--- config.mk ---
export PLATFORM = sky130hd
export DESIGN_NAME = mix_columns_seq
export DESIGN_NICKNAME = d
export VERILOG_FILES = /design/src/rtl/aes_pkg.sv /design/src/rtl/gf2_mult.sv /design/src/rtl/mix_columns_seq.sv
export SDC_FILE = /design/constraint.sdc
export NUM_CORES = 1
export LEC_CHECK = 0
export CAP_MARGIN = 15
export CORE_MARGIN = 1.5
export CORE_UTILIZATION = 35
export DETAILED_ROUTE_END_ITERATION = 8
export PLACE_DENSITY = 0.64
export SYNTH_ARGS = -nofsm -noshare
export SYNTH_HDL_FRONTEND = slang
export SYNTH_HIERARCHICAL = 1
export SYNTH_SLANG_ARGS = --single-unit
export TNS_END_PERCENT = 100
--- constraint.sdc ---
create_clock -name clk -period 10 [get_ports clk]
set_input_delay 2 -clock clk [delete_from_list [all_inputs] [get_ports clk]]
set_output_delay 2 -clock clk [all_outputs]
set_load 0.05 [all_outputs]
--- src/rtl/aes_pkg.sv ---
// rtl/aes_pkg.sv - shared AES types, MixColumns coefficient tables and GF(2^8) helpers
package aes_pkg;

    typedef logic [7:0] byte_t;

    typedef enum logic [1:0] {
        IDLE,
        CALC,
        DONE
    } state_t;

    // base[0] occupies the top nibble: base = {b0, b1, b2, b3}
    localparam logic [15:0] MC_FWD_COEFF = {4'h2, 4'h3, 4'h1, 4'h1};
    localparam logic [15:0] MC_INV_COEFF = {4'hE, 4'hB, 4'hD, 4'h9};

    function automatic byte_t xtime(input byte_t b);
        return {b[6:0], 1'b0} ^ (b[7] ? 8'h1b : 8'h00);
    endfunction

    function automatic logic [3:0] mc_coeff(input logic inv, input logic [1:0] idx);
        logic [15:0] tbl;
        tbl = inv ? MC_INV_COEFF : MC_FWD_COEFF;
        return tbl[{~idx, 2'b00} +: 4];
    endfunction

endpackage

--- src/rtl/gf2_mult.sv ---
// rtl/gf2_mult.sv - combinational GF(2^8) multiply of a byte by a 4-bit coefficient
module gf2_mult
    import aes_pkg::*;
(
    input  byte_t      data,
    input  logic [3:0] coeff,
    output byte_t      prod
);

    byte_t x1;
    byte_t x2;
    byte_t x3;

    always_comb begin
        x1   = xtime(data);
        x2   = xtime(x1);
        x3   = xtime(x2);
        prod = (coeff[0] ? data : 8'h00) ^
               (coeff[1] ? x1   : 8'h00) ^
               (coeff[2] ? x2   : 8'h00) ^
               (coeff[3] ? x3   : 8'h00);
    end

endmodule

--- src/rtl/mix_columns_seq.sv ---
// rtl/mix_columns_seq.sv - sequential (Inv)MixColumns over one shared gf2_mult, 64 cycles per block
module mix_columns_seq
    import aes_pkg::*;
#(
    parameter int NUM_COLS = 4
) (
    input  logic         clk,
    input  logic         rst,
    input  logic         in_valid,
    output logic         in_ready,
    input  logic [127:0] in_state,
    input  logic         in_inv,
    output logic         out_valid,
    input  logic         out_ready,
    output logic [127:0] out_state,
    output logic         busy
);

    localparam int CW = $clog2(NUM_COLS * NUM_COLS * 4);

    state_t        state;
    state_t        state_nxt;
    logic [127:0]  st_reg;
    logic          inv_reg;
    logic [CW-1:0] cnt;
    byte_t         acc;
    byte_t         data_byte;
    byte_t         prod;
    logic [3:0]    coeff;
    logic [1:0]    col;
    logic [1:0]    row;
    logic [1:0]    k;

    assign {col, row, k} = cnt;

    // byte n lives at bits [127-8n -: 8], i.e. base bit 8*(15-n) = {~n, 3'b000}
    assign data_byte = st_reg[{~{col, k}, 3'b000} +: 8];
    assign coeff     = mc_coeff(inv_reg, k - row);

    gf2_mult u_gf2_mult (
        .data  (data_byte),
        .coeff (coeff),
        .prod  (prod)
    );

    always_ff @(posedge clk or posedge rst) begin
        if (rst) begin
            state <= IDLE;
        end else begin
            state <= state_nxt;
        end
    end

    always_comb begin
        state_nxt = state;
        in_ready  = 1'b0;
        out_valid = 1'b0;
        busy      = 1'b0;
        unique case (state)
            IDLE: begin
                in_ready = ~rst;
                if (in_valid) state_nxt = CALC;
            end
            CALC: begin
                busy = 1'b1;
                if (cnt == '1) state_nxt = DONE;
            end
            DONE: begin
                busy      = 1'b1;
                out_valid = 1'b1;
                if (out_ready) state_nxt = IDLE;
            end
            default: state_nxt = IDLE;
        endcase
    end

    // Result bytes land directly in out_state; st_reg stays untouched during CALC.
    always_ff @(posedge clk or posedge rst) begin
        if (rst) begin
            st_reg    <= '0;
            inv_reg   <= 1'b0;
            cnt       <= '0;
            acc       <= '0;
            out_state <= '0;
        end else begin
            if (state == IDLE && in_valid) begin
                st_reg  <= in_state;
                inv_reg <= in_inv;
                cnt     <= '0;
                acc     <= '0;
            end else if (state == CALC) begin
                cnt <= cnt + 1'b1;
                if (k == 2'd3) begin
                    out_state[{~{col, row}, 3'b000} +: 8] <= acc ^ prod;
                    acc <= '0;
                end else begin
                    acc <= acc ^ prod;
                end
            end
        end
    end

endmodule
# Word level (Yosys, flattened, before mapping)
# Index checks and enable logic that the tools add are counted.
[word_totals]
ff_bits = 273
latchBits = 0
ramBits = 0
rom_bits = 0
inputBits = 133
output_inout_bits = 131
word_cells = 59
memories = 0
[classes]
add_sub_neg = 3
n_mul = 0
n_div = 0
n_lt_le_gt_ge = 0
eq_ne = 7
shifts = 4
mux = 21
bitwise = 12
n_reduce_logical = 6
[ops]
columns = ["operator", "n"]
rows = [
  ["$bwmux W128", 1],
  ["$shift A8 B9 Y128 const A", 1],
  ["$shiftx A128 B8 Y8", 1],
  ["$shiftx A8 B9 Y128", 1],
  ["$mux W8", 7],
  ["$xor A8 B8 Y8", 7],
  ["$mux W16", 1],
  ["$shiftx A16 B5 Y4", 1],
  ["$mux W5", 3],
  ["$mux W6", 2],
  ["$neg A7 Y9", 1],
  ["$not A4 Y4", 2],
  ["$add A6 B1 Y6 const B", 1],
  ["$eq A6 B6 Y1 const B", 1],
  ["$mux W2", 3],
  ["$ne A2 B2 Y1 const B", 3],
  ["$pmux W2 S3", 1],
  ["$reduce_and A3 Y1", 2],
  ["$eq A2 B2 Y1 const B", 2],
  ["$mux W1", 3],
  ["$eq A2 B1 Y1 const B", 1],
  ["$logic_not A2 Y1", 1],
  ["$not A1 Y1", 2],
  ["$not A2 Y2", 1],
  ["4 further kinds", 4],
]

# Depth between registers and ports, before layout
[logic_depth]
ltp_word = 14
mapped_depth = 15
ltp_nobuf = 12

# Hierarchy
# The synthesis kept the hierarchy.
[modules_own_cells]
columns = ["module", "n_inst", "cells_per_inst", "area_each_um2", "seq_area_each_um2"]
rows = [
  ["mix_columns_seq", 1, 1134, 11867.6, 6831.6],
  ["gf2_mult", 1, 71, 518.0, 0.0],
]

# Worst setup path after synthesis
# OpenSTA, ideal clock, no wires.
[synth_timing]
kind = "input -> output"
start = "input port rst"
end = "output port in_ready"
arrival_time_ps = 2645
required_time_ps = 8000
path_slack_ps = 5355
cell_stages = 1
n_path_buf = 0
path_cell_list = "nor2_1"
[synth_via]
elab_chain_len = 2
[synth_rtl]
columns = ["item", "line_no", "source"]
rows = [
  ["start: declaration", "mix_columns_seq.sv:8", "input logic rst,"],
  ["$not A1 Y1", "mix_columns_seq.sv:61", "in_ready = ~rst;"],
  ["$mux W1", "mix_columns_seq.sv:59", "unique case (state)"],
  ["end: declaration", "mix_columns_seq.sv:10", "output logic in_ready,"],
]
# Every way passes these cells.

# Worst setup path in the final report
# Ends and elaborated chain as after synthesis.

==> results.json <==
{
  "status": "finished, final reports clean",
  "hold_end": "st_reg[106]",
  "synth_top_area_share": 0.552,
  "critPathSlowestCell": "clkdlybuf4s50_1",
  "peakVddDrop_mv": 0.318,
  "startpoint_type": "input port",
  "slew_viol_final": 0,
  "hpwl_mm": 22.6,
  "r2r-end": "out_state[41]",
  "post_drt_wl_per_cell_um": 17.0,
  "final_common_cell": "nand2_1",
  "fin_tns_setup_ns": 0,
  "r2r_setup_slack_ns": 5.39,
  "max_freq_ghz": 0.183,
  "place_congestion": 0.812,
  "power_mw": 5.83,
  "cp-startpoint": "rst",
  "post_cts_resized": 0,
  "path_clk_slew_ns": 0.06,
  "yosysUniqueCellTypes": 51,
  "synthFlopType": "dfrtp_1",
  "reg2reg_from": "cnt[1]",
  "fin_skew_ns": 0.0232,
  "post_cts_buffers": 0,
  "cts.sinks": 273,
  "worstPathCellList": "clkdlybuf4s50_1, nor2_1, clkdlybuf4s50_1",
  "vias_per_cell": 4.82,
  "synthArstFlopShare": 1.00,
  "endpoint_kind": "primary output",
  "track_usage": 0.180,
  "cap_violations": 0,
  "worstPathArrival_ns": 3.45,
  "drt-pass1-iter-count": 6,
  "diodes": 0,
  "htreeDepth": 1,
  "yosysTopAreaCell": "dfrtp_1",
  "grt-ovfl-total": 0,
  "ys_ff_latch": 273,
  "grt_pass1_wl_mm": 52.0,
  "via_count": 9295,
  "path_delay_family": "buffers and inverters",
  "port_buffers": 263,
  "clk_latency_ns": 0.56,
  "rsz0062_at_grt": "no",
  "grt_max_degree": 164,
  "min_period_over_period": 0.545,
  "maxSlewHeadroom": 0.244,
  "clock-root-buffer": "clkbuf_16",
  "io_pins": 264,
  "num_rows": 68,
  "hold_path_class": "reg -> reg",
  "path_max_fanout": 2,
  "worst_pin_slew_ns": 1.12,
  "antenna_found_initial": 0,
  "detail_route.drc_violations": 0,
  "netlist_instances": 1205,
  "clk_path_buf_depth": 3,
  "p_leak_nw": 7.75,
  "place_ws_ns": 4.54,
  "cpMostUsedCell": "clkdlybuf4s50_1",
  "syn_area_sq_um": 12400,
  "layout.nets": 1592,
  "syn_avg_cell_area_sq_um": 10.3,
  "hold_buffers": 0,
  "grt_pass1_vias": 9431,
  "synth_fp_nets": 1347,
  "syn2layout_area_growth_pct": 32.9,
  "wl_mm": 32.7,
  "ant_nets": 0,
  "initial_core_util": 0.357,
  "cp.depth": 3,
  "ys_warn_count": 6,
  "core_area_sq_um": 34700,
  "power.density_nw_per_um2": 354,
  "fp.dieH_um": 191,
  "setup_slack_ns": 4.55,
  "worstPathRequired_ns": 8.00,
  "min-delay-start": "st_reg[106]",
  "ys_seq_area_frac": 0.552,
  "holdPathStages": 2,
  "synth_edf_count": 0,
  "die_x_um": 191,
  "layout_common_cells": "453 x nand2_1, 271 x dfrtp_1, 263 x clkdlybuf4s50_1",
  "cts_inserted_buffers": 30,
  "drive_above_1_share": 0.122,
  "die_area_sq_um": 36500,
  "min_period_ns": 5.45,
  "synth_area_leaders": "dfrtp_1 55%, nand2_1 14%, mux2_2 5.8%",
  "worst-path-buf-inv": 2,
  "holdWs_ns": 0.467,
  "drt_iter0_markers": 536,
  "r2r_cells": 11,
  "max_stage_delay_ns": 0.81,
  "cts_tree": "built",
  "hold_viol": 0,
  "setup_viol": 0,
  "critical_path_class": "in -> out"
}
==> Yosys cell counts (4+ instances only) <==
cell,instances
nand2_1,454
dfrtp_1,273
mux2_2,64
nor2_1,52
mux2i_1,45
o21ai_0,41
clkbuf_1,39
a21oi_1,32
inv_1,27
xnor2_1,27
mux4_2,24
buf_2,18
xor2_1,13
ha_1,9
nand3b_1,9
a22oi_1,8
a32oi_1,8
nor2b_1,6
and2_1,5
buf_1,5
nand3_1,4
xor2_2,4
==> worst max path at each step <==
stage	slack, ns	to
6_report	4.55	in_ready
2_1_floorplan	0.48	acc[0]
3_5_place_dp	4.54	in_ready
5_1_grt	4.51	in_ready
3_3_place_gp	4.51	in_ready
4_1_cts	4.54	in_ready
==> worst reg2reg max path, stage by stage (launching register included) <==
cell and delay (ns):
dfrtp_2 0.69, buf_4 0.50, mux4_2 0.29, mux2i_1 0.07, o21ai_0 0.88, mux2i_1 0.20
xor2_1 0.20, mux2i_1 0.19, xor2_1 0.15, xnor2_1 0.78, nor2_1 0.22, mux2_2 0.33
==> logic make-up after synthesis <==
kind of cell	count (synthesis)	synth area share
flops	273	0.552
simple gates	549	0.180
buf+inv	93	0.0321
mux	134	0.139
fa+ha+maj	9	0.00909
compound gates	100	0.0495
xor+xnor	47	0.0385
==> power breakdown <==
part	switching (mW)	total [mW]	internal (mW)
clock	0.454	1.12	0.670
combinational	1.98	3.08	1.10
sequential	0.200	1.63	1.43
total	2.63	5.83	3.20
==> routing by layer <==
metal / share of wire / global-route usage
met4: 0.023 / 0.0412
met1: 0.46 / 0.255
met5: 0 / 0
met3: 0.055 / 0.0270
met2: 0.47 / 0.290
==> metrics by stage <==
step | instances | util | instance area [sq um]
floorplan | 1205 | - | 12400
CTS | 1927 | 0.474 | 16500
global route | 1928 | 0.474 | 16500
global placement | 1871 | 0.444 | 15400
detailed placement | 1872 | 0.445 | 15400
finish | 1928 | 0.474 | 16500
==> cell type report <==
class                           count  area (sq um)
Fill cell                        3230         18200
Sequential cell                   273          6830
Multi-Input combinational cell    839          5170
Timing Repair Buffer              279          2760
Clock buffer                       44           893
Tap cell                          455           569
Clock inverter                     11           130
Inverter                           27           109
Note: power is estimated with default switching activity, not from simulation.
